### src/rtl/exec_unit.sv
// Execute stage between register-file read and write ports: single-cycle ALU ops
// plus iterative one-bit-per-cycle shifts, producing a registered write-back triple and flags.
module exec_unit #(
    parameter int W = 8,
    parameter int A = 3
) (
    input  logic         Clk,
    input  logic         Reset_n,
    input  logic         InValid,
    output logic         InReady,
    input  logic [2:0]   Op,
    input  logic [W-1:0] OperandA,
    input  logic [W-1:0] OperandB,
    input  logic [A-1:0] DestAddr,
    input  logic         Flush,
    output logic         WbEn,
    output logic [A-1:0] WbAddr,
    output logic [W-1:0] WbData,
    output logic         Zero,
    output logic         Carry,
    output logic         Busy,
    output logic         DbgState
);

    localparam logic [2:0] OP_ADD = 3'b000;
    localparam logic [2:0] OP_SUB = 3'b001;
    localparam logic [2:0] OP_AND = 3'b010;
    localparam logic [2:0] OP_XOR = 3'b011;
    localparam logic [2:0] OP_SHL = 3'b100;
    localparam logic [2:0] OP_SHR = 3'b101;
    localparam logic [2:0] OP_PAR = 3'b110;
    localparam logic [2:0] OP_MOV = 3'b111;

    typedef enum logic {IDLE = 1'b0, SHIFT = 1'b1} state_t;

    state_t       state_q;
    logic [W-1:0] acc_q;
    logic [2:0]   count_q;
    logic [A-1:0] dest_q;
    logic         dir_q;
    logic         wb_en_q;
    logic [A-1:0] wb_addr_q;
    logic [W-1:0] wb_data_q;
    logic         zero_q;
    logic         carry_q;

    logic         accept;
    logic         shift_req;
    logic [W-1:0] alu_data_d;
    logic         alu_carry_d;
    logic [W-1:0] step_acc_d;
    logic         step_out_d;

    // Handshake: a request is taken at a rising edge where InValid & InReady; the
    // upstream stage holds Op/operands/DestAddr until then. InValid is ignored in SHIFT.
    assign InReady   = Reset_n & (state_q == IDLE) & ~Flush;
    assign accept    = InValid & InReady;
    assign shift_req = ((Op == OP_SHL) || (Op == OP_SHR)) && (OperandB[2:0] != 3'd0);

    always_comb begin
        alu_data_d  = '0;
        alu_carry_d = 1'b0;
        case (Op)
            OP_ADD: {alu_carry_d, alu_data_d} = {1'b0, OperandA} + {1'b0, OperandB};
            OP_SUB: begin
                alu_data_d  = OperandA - OperandB;
                alu_carry_d = (OperandA < OperandB);
            end
            OP_AND: alu_data_d = OperandA & OperandB;
            OP_XOR: alu_data_d = OperandA ^ OperandB;
            OP_PAR: alu_data_d = {{(W-1){1'b0}}, ^OperandA};
            OP_MOV, OP_SHL, OP_SHR: alu_data_d = OperandA;
            default: alu_data_d = '0;
        endcase
    end

    // dir_q=1 shifts right; the bit falling off the end becomes the candidate carry.
    always_comb begin
        step_acc_d = dir_q ? {1'b0, acc_q[W-1:1]} : {acc_q[W-2:0], 1'b0};
        step_out_d = dir_q ? acc_q[0] : acc_q[W-1];
    end

    always_ff @(posedge Clk or negedge Reset_n) begin
        if (!Reset_n) begin
            state_q   <= IDLE;
            acc_q     <= '0;
            count_q   <= '0;
            dest_q    <= '0;
            dir_q     <= 1'b0;
            wb_en_q   <= 1'b0;
            wb_addr_q <= '0;
            wb_data_q <= '0;
            zero_q    <= 1'b0;
            carry_q   <= 1'b0;
        end else begin
            wb_en_q <= 1'b0;
            case (state_q)
                IDLE: begin
                    if (accept) begin
                        if (shift_req) begin
                            acc_q   <= OperandA;
                            count_q <= OperandB[2:0];
                            dest_q  <= DestAddr;
                            dir_q   <= Op[0];
                            state_q <= SHIFT;
                        end else begin
                            wb_en_q   <= 1'b1;
                            wb_addr_q <= DestAddr;
                            wb_data_q <= alu_data_d;
                            zero_q    <= (alu_data_d == '0);
                            carry_q   <= alu_carry_d;
                        end
                    end
                end
                SHIFT: begin
                    if (Flush) begin
                        state_q <= IDLE;
                    end else begin
                        acc_q   <= step_acc_d;
                        count_q <= count_q - 3'd1;
                        // Last step writes back and frees the unit on the same edge.
                        if (count_q == 3'd1) begin
                            wb_en_q   <= 1'b1;
                            wb_addr_q <= dest_q;
                            wb_data_q <= step_acc_d;
                            zero_q    <= (step_acc_d == '0);
                            carry_q   <= step_out_d;
                            state_q   <= IDLE;
                        end
                    end
                end
                default: state_q <= IDLE;
            endcase
        end
    end

    assign WbEn     = wb_en_q;
    assign WbAddr   = wb_addr_q;
    assign WbData   = wb_data_q;
    assign Zero     = zero_q;
    assign Carry    = carry_q;
    assign Busy     = (state_q == SHIFT);
    assign DbgState = state_q;

endmodule
### config.mk
export PLATFORM = sky130hd
export DESIGN_NAME = exec_unit
export DESIGN_NICKNAME = d
export VERILOG_FILES = /design/src/rtl/exec_unit.sv
export SDC_FILE = /design/constraint.sdc
export NUM_CORES = 1
export LEC_CHECK = 0
export CORE_ASPECT_RATIO = 0.5
export CORE_UTILIZATION = 55
export CTS_BUF_LIST = sky130_fd_sc_hd__clkbuf_8
export DETAILED_ROUTE_END_ITERATION = 12
export GPL_ROUTABILITY_DRIVEN = 0
export PLACE_DENSITY_LB_ADDON = 0.05
export SLEW_MARGIN = 20
export SYNTH_ARGS = -nofsm -noshare
export SYNTH_HDL_FRONTEND = slang
export SYNTH_SLANG_ARGS = --single-unit
### constraint.sdc
create_clock -name Clk -period 4.9 [get_ports Clk]
set_clock_uncertainty 0.15 [all_clocks]
set_input_delay 0.98 -clock Clk [delete_from_list [all_inputs] [get_ports Clk]]
set_output_delay 0.98 -clock Clk [all_outputs]
set_load 0.05 [all_outputs]
== Word level (Yosys, flattened, before mapping) ==
Cells that the tools add are included.

* Add/sub/neg operators: 3
* $lt $le $gt $ge: 1
* Equal/unequal tests: 13
* Mux-type cells: 42
* Bitwise logic cells: 7
* Reductions and logical operators: 11

{| class="wikitable"
|+ Operators with widths
! cell !! number
|-
| 8-bit two-way mux || 8
|-
| 8-bit one-hot mux with 6 select lines || 1
|-
| 8-bit one-hot mux with 2 select lines || 2
|-
| 3-bit two-way mux || 7
|-
| 1-bit two-way mux || 17
|-
| 8-bit logical NOT || 2
|-
| 3-bit == test, second input constant || 4
|-
| 3-bit one-hot mux with 2 select lines || 2
|-
| 1-bit one-hot mux with 2 select lines || 5
|-
| 8-bit by 8-bit adder with 9-bit output || 1
|-
| 8-bit bitwise AND || 1
|-
| 8-bit less-than comparator || 1
|-
| 2-bit inequality test, second input constant || 4
|-
| 8-bit parity || 1
|-
| 8-bit subtractor || 1
|-
| 8-bit bitwise XOR || 1
|-
| 3-bit by 1-bit == test with 1-bit output, second input constant || 2
|-
| 3-bit by 2-bit == test with 1-bit output, second input constant || 2
|-
| 3-bit AND reduction || 2
|-
| 4-bit AND reduction || 1
|-
| 1-bit bitwise AND || 3
|-
| 3-bit logical NOT || 1
|-
| 3-bit nonzero test || 1
|-
| 3-bit OR reduction || 1
|-
| 5 further kinds || 6
|}

* Flip-flop bits (word level): 30
* Bits of input ports: 26
* Output and inout bits: 17
* Logic and storage cells: 87

== Logic depth before layout (Yosys ltp) ==
Gate-level depths: netlist of the first run.

* Depth after elaboration: 7
* Depth in mapped cells: 10

== Least setup slack after synthesis of the first run ==
Ideal clock, no wire load.

* Path type: input-to-reg
* Start point: input OperandA[0]
* End point: register carry_q (netlist: Carry)
* Setup time: 0.132 ns
* Data arrival time: 2.736 ns
* Required time: 4.618 ns
* Slack: 1.882 ns
* Stages: 9
* Path buffers: 0
* Path through: ha_1 > fa_1 > nor3b_1 > a211oi_1 > o21ai_0 > a21oi_1 > o21bai_1 > a211oi_1 > o22ai_1

* Longest elaborated chain between the ends: 5
* Elaborated cells between the ends (all ways): 6

{| class="wikitable"
|+ Ends and longest elaborated chain
! element !! line !! text
|-
| start, declared || 12 || <nowiki>input logic [W-1:0] OperandA,</nowiki>
|-
| 8-bit by 8-bit adder with 9-bit output / 8-bit less-than comparator (equally long branches) || 64, 67 ||
|-
| 1-bit one-hot mux with 2 select lines * || 63 || <nowiki>case (Op)</nowiki>
|-
| 1-bit two-way mux * || 100 || <nowiki>if (shift_req) begin</nowiki>
|-
| 1-bit two-way mux * || 99 || <nowiki>if (accept) begin</nowiki>
|-
| 1-bit one-hot mux with 2 select lines * || 97 || <nowiki>case (state_q)</nowiki>
|-
| end signal, assigned || 111 || <nowiki>carry_q <= alu_carry_d;</nowiki>
|-
| end signal, assigned || 127 || <nowiki>carry_q <= step_out_d;</nowiki>
|-
| end, declared || 45 || <nowiki>logic carry_q;</nowiki>
|}

Every way passes the cells marked *; elsewhere a longest branch is shown, timed or not. The select of a mux whose other input is x is not followed.
A chain may end at the register's enable or synchronous reset.

== Worst setup path after layout of the first run ==
Same ends and word-level chain as after synthesis.

==> results of run 1 <==
[layout by cell type, fill, tap and decap left out, types with 4 or more instances in the layout]
master	count
clkbuf_8	6
a21oi_1	27
ha_1	18
o21a_1	4
a211oi_1	8
mux2_2	7
nand2b_1	8
nor2b_1	5
nand2_1	29
o22ai_1	4
buf_4	4
dfrtp_1	30
o211ai_1	5
nor2_1	21
mux2i_1	9
xnor2_1	7
inv_1	26
clkdlybuf4s50_1	42
nand3_1	7
o21ai_0	39
[sequential cells by signal, indices dropped and copies added, names as in the netlist]
name	cells
WbAddr	3
Zero	1
acc_q	8
dest_q	3
count_q	3
WbEn	1
WbData	8
Busy	1
Carry	1
dir_q	1
[worst paths after layout]
kind                                               end  cells after the start              startpoint
min in group asynchronous               Busy$_DFF_PN0_                      2                 Reset_n
worst min-delay path            count_q[1]$_DFFE_PN0P_                      2  count_q[1]$_DFFE_PN0P_
worst max-delay path                 Carry$_DFFE_PN0P_                     10             OperandA[0]
worst max register to register        Zero$_DFFE_PN0P_                      7          Busy$_DFF_PN0_
max in group asynchronous         acc_q[7]$_DFFE_PN0P_                      2                 Reset_n
worst min register to register  count_q[1]$_DFFE_PN0P_                      2  count_q[1]$_DFFE_PN0P_
[area by class of cell]
| cell class | instances | area, um2 | area share |
|---|---|---|---|
| sequential | 30 | 751 | 0.235 |
| tap | 66 | 82.6 | 0.0259 |
| inverter | 26 | 97.6 | 0.0306 |
| timing repair buffer | 46 | 450 | 0.141 |
| clock buffer | 6 | 82.6 | 0.0259 |
| multi-input combinational | 252 | 1730 | 0.541 |
[routing by layer]
metal,vias to the layer above,GRT usage,part of all wire
met5,-,0,0
met2,145,0.491,0.45
li1,1244,-,-
met3,15,0.0315,0.10
met4,0,0.118,0.016
met1,1253,0.401,0.44
[through the flow]
step / instances / power [mW]
after floorplan: 327 / 0.667
after global placement: 420 / 0.799
after detailed placement: 420 / 0.819
after CTS: 426 / 1.01
after global routing: 426 / 1.07
final: 426 / 1.02
[kinds of logic after synthesis]
kind of cell | Yosys count | synth area share
buf+inv | 45 | 0.0704
mux | 16 | 0.0634
compound gates | 123 | 0.303
xor+xnor | 7 | 0.0230
simple gates | 86 | 0.159
flops | 30 | 0.282
fa+ha+maj | 20 | 0.0995
[report_power, final]
part	switching, mW	internal (mW)	leakage (nW)
Clock	0.0879	0.108	0.0431
Combinational	0.278	0.180	0.914
Sequential	0.0527	0.311	0.366
Total	0.418	0.600	1.32
[tightest hold or removal path, stage by stage (launching register included)]
cell     delay (ns)
dfrtp_1        0.34
nand2_1        0.05
o21ai_0        0.07
==> flow_metrics.py, run 1 <==
metrics = {
    "status": {
        "outcome": "complete, no violations",
    },
    "floorplan": {
        "core_area_um2": 4530,
        "rows": 17,
        "die_h_um": 51.2,
        "ios": 43,
        "die-area_um2": 5140,
        "die_x_um": 100,
        "start_util": 0.588,
    },
    "run": {
        "cap_violations": 0,
    },
    "timing": {
        "setup-tns-final_ns": 0,
        "fmax_ghz": 0.264,
        "fin_crit_ns": 3.79,
        "finalHoldViolCount": 0,
        "slew_headroom": 0.539,
        "finalCritPeriodShare": 0.773,
        "finalSetupViolCount": 0,
        "whs_ns": 0.353,
        "rsz0062_at_grt": "no",
        "worstMarginPinSlew_ns": 0.689,
        "fin_ws_ns": 1.11,
        "slew_viol_final": 0,
    },
    "logic_synthesis": {
        "yosysMostFrequentCell": "o21ai_0",
        "ys_ff_latch": 30,
        "syn-instance-count": 327,
        "synth_top_flop_cell": "dfrtp_1",
        "ys_warn_count": 0,
        "synth_edf_count": 0,
        "syn_area_um2": 2670,
        "synthTopCellsByCount": "o21ai_0, dfrtp_1, nand2_1",
        "syn-num-nets": 373,
        "ys_top_cells_by_area": "dfrtp_1, ha_1, o21ai_0",
        "yosysTopAreaCell": "dfrtp_1",
        "yosysUniqueCellTypes": 59,
        "async_reset_ff_frac": 1.00,
        "ys_seq_area_frac": 0.282,
        "synth.top_cell.area_share": 0.282,
        "synth.avg_cell_area_um2": 8.15,
    },
    "worst_setup_path": {
        "crit_top_cell": "a211oi_1",
        "worstSetupPathType": "in -> reg",
        "cp_num_buf_inv": 1,
        "ff2ff_setup_slack_ns": 2.76,
        "arrival_ns": 3.78,
        "cpMaxStageDelayCell": "clkdlybuf4s50_1",
        "crit_family": "compound AO/OA/AOI/OAI gates",
        "crit_chain": "clkdlybuf4s50_1 > ha_1 > fa_1 > nor3b_1 > a211oi_1 > o21ai_0 > a21oi_1 > o21bai_1 > a211oi_1 > o22ai_1",
        "worstSetupStartpointType": "input pin",
        "critPathRequiredTime_ns": 4.89,
        "end_kind": "register",
        "cp_max_fo": 4,
        "cpPeakStageDelay_ns": 0.48,
    },
    "routing": {
        "ant_nets": 0,
        "num_vias": 2657,
        "wl_per_cell_um": 16.7,
        "first_pass_iters": 4,
        "drtIter0Drc": 200,
        "avgViaCountPerCell": 6.24,
        "routed_wl_um": 7090,
        "drc": 0,
    },
    "placement": {
        "dp_hpwl_um": 5310,
        "port-buffer-count": 42,
        "place_worst_setup_slack_ns": 0.868,
        "dpl-instance-area_um2": 3110,
    },
    "global_route": {
        "grt_pass1_vias": 2491,
        "grt_pass1_wl_um": 11600,
        "grt_max_degree": 35,
        "antenna_found_initial": 0,
        "grt_usage": 0.296,
        "overflow": 0,
    },
    "clock_tree": {
        "h-tree-depth": 2,
        "cts_setup_buffers": 0,
        "cts_buffers": 5,
        "clock-root-buffer": "clkbuf_8",
        "ctsResizeCount": 0,
        "clockBufferDepth": 2,
        "ctsHoldBuffers": 0,
        "clk_latency_ns": 0.29,
        "cts_tree": "yes",
        "clkSinkCount": 30,
        "clk_pin_slew_ns": 0.06,
    },
    "power_and_ir_drop": {
        "power.density_nw_per_um2": 319,
        "p_leak_nw": 1.32,
        "worst_ir_drop_vdd_mv": 0.197,
    },
    "layout": {
        "n_fill_cell": 359,
        "postLayoutCoreUtil": 0.704,
        "design_area_um2": 3190,
        "n_antenna_cell": 0,
        "final_layout_size_suffix_gt1_frac": 0.0750,
        "layout.nets": 407,
        "syn2layout_area_growth_pct": 19.7,
    },
    "min_path": {
        "hold_class": "reg -> reg",
    },
}
No activity file was read; power rests on OpenSTA's default activity.
==> run 2, diff against run 1 <==
==> constraint.sdc (replaced) <==
create_clock -name Clk -period 3.9 [get_ports Clk]
set_clock_uncertainty 0.15 [all_clocks]
set_input_delay 0.78 -clock Clk [delete_from_list [all_inputs] [get_ports Clk]]
set_output_delay 0.78 -clock Clk [all_outputs]
set_load 0.05 [all_outputs]
==> run 2 against run 1 <==
  * Non-clock buffer count grew 6
  * Sequential share of layout area is 0.82 points lower
  * Cell count grew 1.9%
  * Largest cell class unchanged
  * Largest power group unchanged
==> flow_metrics.py, run 2 (synthesized netlist as in run 1, its figures left out) <==
metrics = {
    "floorplan": {
        "die_x_um": 100,
        "die-area_um2": 5140,
        "rows": 17,
        "start_util": 0.588,
        "ios": 43,
        "core_area_um2": 4530,
        "die_h_um": 51.2,
    },
    "global_route": {
        "grt_max_degree": 31,
        "overflow": 0,
        "grt_pass1_vias": 2418,
        "grt_usage": 0.303,
        "grt_pass1_wl_um": 11700,
        "antenna_found_initial": 0,
    },
    "worst_setup_path": {
        "ff2ff_setup_slack_ns": 1.28,
        "cp_max_fo": 4,
        "worstSetupPathType": "in -> reg",
        "rr_endpoint": "acc_q[3]$_DFFE_PN0P_",
        "arrival_ns": 3.53,
        "critPathRequiredTime_ns": 3.93,
        "r2r_cells": 8,
        "end_kind": "register",
        "worstSetupStartpointType": "input pin",
        "worstReg2RegStart": "Busy$_DFF_PN0_",
    },
    "layout": {
        "n_fill_cell": 368,
        "layout_commonest_cell": "clkdlybuf4s50_1",
        "syn2layout_area_growth_pct": 24.0,
        "multiInputGateArea_um2": 1730,
        "layout.nets": 413,
        "n_antenna_cell": 0,
        "seq_area_um2": 751,
        "final_layout_size_suffix_gt1_frac": 0.0978,
        "final_cell_mix": "clkdlybuf4s50_1, o21ai_0, dfrtp_1, nand2_1, a21oi_1",
    },
    "clock_tree": {
        "clockBufferDepth": 2,
        "clock-root-buffer": "clkbuf_8",
        "cts_buffers": 5,
        "cts_tree": "yes",
        "clk_latency_ns": 0.29,
        "clk_pin_slew_ns": 0.06,
        "ctsResizeCount": 0,
        "h-tree-depth": 2,
        "clkSinkCount": 30,
        "cts_setup_buffers": 0,
        "ctsHoldBuffers": 0,
    },
    "min_path": {
        "hold_end": "count_q[1]$_DFFE_PN0P_",
        "min_from": "count_q[1]$_DFFE_PN0P_",
        "hold_class": "reg -> reg",
        "hold_depth": 2,
    },
    "run": {
        "cap_violations": 0,
    },
    "timing": {
        "fin_ws_ns": 0.394,
        "fin_crit_ns": 3.51,
        "finalHoldViolCount": 0,
        "finalSetupViolCount": 0,
        "slew_headroom": 0.580,
        "rsz0062_at_grt": "no",
        "finalCritPeriodShare": 0.899,
        "slew_viol_final": 0,
        "setup-tns-final_ns": 0,
        "worstMarginPinSlew_ns": 0.630,
        "fmax_ghz": 0.285,
    },
    "routing": {
        "first_pass_iters": 5,
        "avgViaCountPerCell": 6.08,
        "num_vias": 2640,
        "drtIter0Drc": 200,
        "ant_nets": 0,
        "wl_per_cell_um": 16.6,
        "routed_wl_um": 7210,
        "drc": 0,
    },
    "power_and_ir_drop": {
        "worst_ir_drop_vdd_mv": 0.275,
        "p_leak_nw": 1.39,
        "power.density_nw_per_um2": 433,
    },
    "status": {
        "outcome": "complete, no violations",
    },
    "placement": {
        "dp_hpwl_um": 5620,
        "place_worst_setup_slack_ns": 0.162,
        "port-buffer-count": 42,
    },
}
run 2: cell count changes in the layout (fill, tap and decap cells not counted), sizes merged:
cell           change
clkdlybuf4s50      -1
bufinv             +2
buf                +7
run 2: how the worst max path moves through the flow:
stage | slack (ns) | cells after the start | from | endpoint
2_1_floorplan | 1.08 | 9 | OperandA[0] | Carry$_DFFE_PN0P_
3_3_place_gp | 0.28 | 9 | OperandA[0] | Zero$_DFFE_PN0P_
3_5_place_dp | 0.16 | 10 | OperandA[0] | WbData[6]$_DFFE_PN0P_
4_1_cts | 0.43 | 10 | OperandA[0] | WbData[6]$_DFFE_PN0P_
5_1_grt | 0.18 | 10 | OperandA[0] | WbData[6]$_DFFE_PN0P_
6_report | 0.39 | 10 | OperandA[0] | WbData[6]$_DFFE_PN0P_
run 2: power breakdown:
part	total, mW	internal (mW)	switching (mW)	leakage, nW
combinational	0.579	0.232	0.347	0.949
sequential	0.462	0.391	0.0708	0.366
clock	0.391	0.272	0.119	0.0714
total	1.43	0.895	0.536	1.39
run 2: per-layer routing:
| metal | global-route usage | wire length [um] | vias up |
|---|---|---|---|
| met5 | 0 | 0 | - |
| met4 | 0.0894 | 110 | 0 |
| met3 | 0.0451 | 641 | 15 |
| met2 | 0.497 | 3230 | 137 |
| met1 | 0.420 | 3220 | 1229 |
| li1 | - | - | 1259 |
run 2: layout make-up:
cell class                 count  share of cell area
multi-input combinational    252               0.522
inverter                      26              0.0295
clock inverter                 2              0.0182
clock buffer                   6              0.0250
sequential                    30               0.227
timing repair buffer          52               0.153
tap                           66              0.0250
run 2: critical path, cell delays in order:
cell and delay (ns):
clkdlybuf4s50_1 0.47, ha_1 0.29, fa_1 0.41, nor3b_1 0.16, a211oi_1 0.42, o21ai_0 0.22
o2bb2ai_1 0.17, a21oi_1 0.28, o211ai_1 0.16, o21ai_0 0.16
run 2: per-stage QoR:
stage	power [mW]	hold WS, ns	std cells	instance area (um2)	utilization
2_1_floorplan	0.838	0.300	327	2670	-
3_3_place_gp	1.01	0.314	426	3160	0.698
3_5_place_dp	1.04	0.321	426	3160	0.698
4_1_cts	1.43	0.335	434	3310	0.730
5_1_grt	1.51	0.368	434	3310	0.730
6_report	1.43	0.339	434	3310	0.730
==> run 3, diff against run 2 <==
--- a/config.mk
+++ b/config.mk
@@ -5,7 +5,7 @@
 export SDC_FILE = /design/constraint.sdc
 export NUM_CORES = 1
 export LEC_CHECK = 0
-export CORE_ASPECT_RATIO = 0.5
+export CORE_ASPECT_RATIO = 1.5
 export CORE_UTILIZATION = 55
 export CTS_BUF_LIST = sky130_fd_sc_hd__clkbuf_8
 export DETAILED_ROUTE_END_ITERATION = 12
==> run 3 against run 2 <==
  * Via count fell by 1.1%
  * Clock power barely moved
  * Utilization fell by 1.0 points
  * Non-clock buffer count fell by 1
  * Register-to-register slack improved by 0.04 ns
  * Flip-flop and latch count did not move
  * Total power fell by 0.86%
  * Combinational power fell by 2%
  * Cell area fell by 0.30%
==> flow_metrics.py, run 3 (synthesized netlist as in run 1, its figures left out) <==
metrics = {
    "status": {
        "outcome": "complete, no violations",
    },
    "worst_setup_path": {
        "cp_max_fo": 4,
        "crit_end": "Zero$_DFFE_PN0P_",
        "setup.worst_path.start": "OperandA[0]",
        "rr_endpoint": "acc_q[5]$_DFFE_PN0P_",
        "arrival_ns": 3.38,
        "worstReg2RegStart": "Busy$_DFF_PN0_",
        "ff2ff_setup_slack_ns": 1.32,
        "r2r_cells": 6,
        "worstSetupStartpointType": "input pin",
        "end_kind": "register",
        "critPathRequiredTime_ns": 3.93,
        "worstSetupPathType": "in -> reg",
    },
    "timing": {
        "whs_ns": 0.331,
        "slew_headroom": 0.571,
        "fmax_ghz": 0.298,
        "fin_crit_ns": 3.35,
        "rsz0062_at_grt": "no",
        "finalHoldViolCount": 0,
        "worstMarginPinSlew_ns": 0.644,
        "slew_viol_final": 0,
        "setup-tns-final_ns": 0,
        "finalCritPeriodShare": 0.860,
        "fin_ws_ns": 0.546,
        "finalSetupViolCount": 0,
    },
    "layout": {
        "syn2layout_area_growth_pct": 23.7,
        "final_layout_size_suffix_gt1_frac": 0.0954,
        "n_antenna_cell": 0,
        "layout.nets": 412,
        "postLayoutCoreUtil": 0.720,
        "final_cell_mix": "clkdlybuf4s50_1, o21ai_0, dfrtp_1, nand2_1, a21oi_1",
        "layout_commonest_cell": "clkdlybuf4s50_1",
        "design_area_um2": 3300,
        "n_fill_cell": 394,
    },
    "routing": {
        "drtIter0Drc": 142,
        "avgViaCountPerCell": 6.06,
        "drc": 0,
        "first_pass_iters": 6,
        "ant_nets": 0,
        "num_vias": 2610,
        "wl_per_cell_um": 16.6,
        "routed_wl_um": 7140,
    },
    "clock_tree": {
        "h-tree-depth": 2,
        "clk_pin_slew_ns": 0.07,
        "cts_buffers": 5,
        "clkSinkCount": 30,
        "cts_tree": "yes",
        "ctsResizeCount": 0,
        "clk_latency_ns": 0.28,
        "clockBufferDepth": 2,
        "cts_setup_buffers": 0,
        "clock-root-buffer": "clkbuf_8",
        "ctsHoldBuffers": 0,
    },
    "power_and_ir_drop": {
        "power.density_nw_per_um2": 431,
        "p_int_mw": 0.893,
        "p_leak_nw": 1.38,
        "power.share.switching": 0.370,
        "p_seq_frac": 0.322,
        "pwr-share-comb": 0.401,
        "p_sw_mw": 0.526,
        "worst_ir_drop_vdd_mv": 0.149,
        "p_clk_frac": 0.276,
    },
    "floorplan": {
        "die_h_um": 87.3,
        "rows": 30,
        "ios": 43,
        "start_util": 0.582,
        "die_x_um": 58.8,
        "core_area_um2": 4580,
        "die-area_um2": 5130,
    },
    "global_route": {
        "grt_pass1_wl_um": 11600,
        "overflow": 0,
        "grt_usage": 0.303,
        "grt_pass1_vias": 2506,
        "antenna_found_initial": 0,
        "grt_max_degree": 31,
    },
    "placement": {
        "dp_hpwl_um": 5550,
        "dpl-instance-area_um2": 3150,
        "port-buffer-count": 42,
        "place_worst_setup_slack_ns": 0.258,
    },
    "min_path": {
        "hold_depth": 2,
        "hold_class": "reg -> reg",
    },
    "run": {
        "cap_violations": 0,
    },
}
[run 3: changes by cell type in the layout (fill, tap and decap cells not counted)]
cell,previous run,this run
buf_4,10,9
[run 3: per-stage QoR]
| step | std cells | power (mW) |
|---|---|---|
| floorplan | 327 | 0.838 |
| global placement | 423 | 1.02 |
| detailed placement | 423 | 1.03 |
| CTS | 431 | 1.42 |
| global route | 431 | 1.50 |
| finish | 431 | 1.42 |
[run 3: power groups by stage]
| stage | logic [mW] | registers, mW | clock network (mW) |
|---|---|---|---|
| 4_1_cts | 0.567 | 0.458 | 0.397 |
| 3_3_place_gp | 0.557 | 0.460 | 0 |
| 5_1_grt | 0.618 | 0.468 | 0.411 |
| 2_1_floorplan | 0.283 | 0.555 | 0 |
| 3_5_place_dp | 0.566 | 0.464 | 0 |
| 6_report | 0.569 | 0.458 | 0.392 |
[run 3: metal layers]
layer / global-route usage / routed length [um]
met5: 0 / 0
met4: 0.197 / 341
met3: 0.0386 / 318
met2: 0.549 / 3810
met1: 0.317 / 2670
[run 3: layout make-up]
type	instances	area (um2)	area share
Sequential cell	30	751	0.228
Timing Repair Buffer	51	498	0.151
Tap cell	64	80.1	0.0243
Clock inverter	2	60.1	0.0182
Clock buffer	6	82.6	0.0251
Multi-Input combinational cell	252	1730	0.524
Inverter	26	97.6	0.0296
[run 3: critical path, cell delays in order]
cell	delay [ns]
clkdlybuf4s50_1	0.47
ha_1	0.29
fa_1	0.40
nor3b_1	0.15
a211oi_1	0.43
o21ai_0	0.23
o2bb2ai_1	0.16
a21oi_1	0.22
inv_1	0.06
a41o_1	0.17
[run 3: how the worst min path moves through the flow]
stage / from / endpoint / slack (ns)
floorplan: count_q[1]$_DFFE_PN0P_ / count_q[1]$_DFFE_PN0P_ / 0.30
global placement: count_q[1]$_DFFE_PN0P_ / count_q[1]$_DFFE_PN0P_ / 0.32
detailed placement: count_q[1]$_DFFE_PN0P_ / count_q[1]$_DFFE_PN0P_ / 0.32
CTS: count_q[1]$_DFFE_PN0P_ / count_q[1]$_DFFE_PN0P_ / 0.34
global route: count_q[1]$_DFFE_PN0P_ / count_q[1]$_DFFE_PN0P_ / 0.37
finish: count_q[1]$_DFFE_PN0P_ / count_q[1]$_DFFE_PN0P_ / 0.33
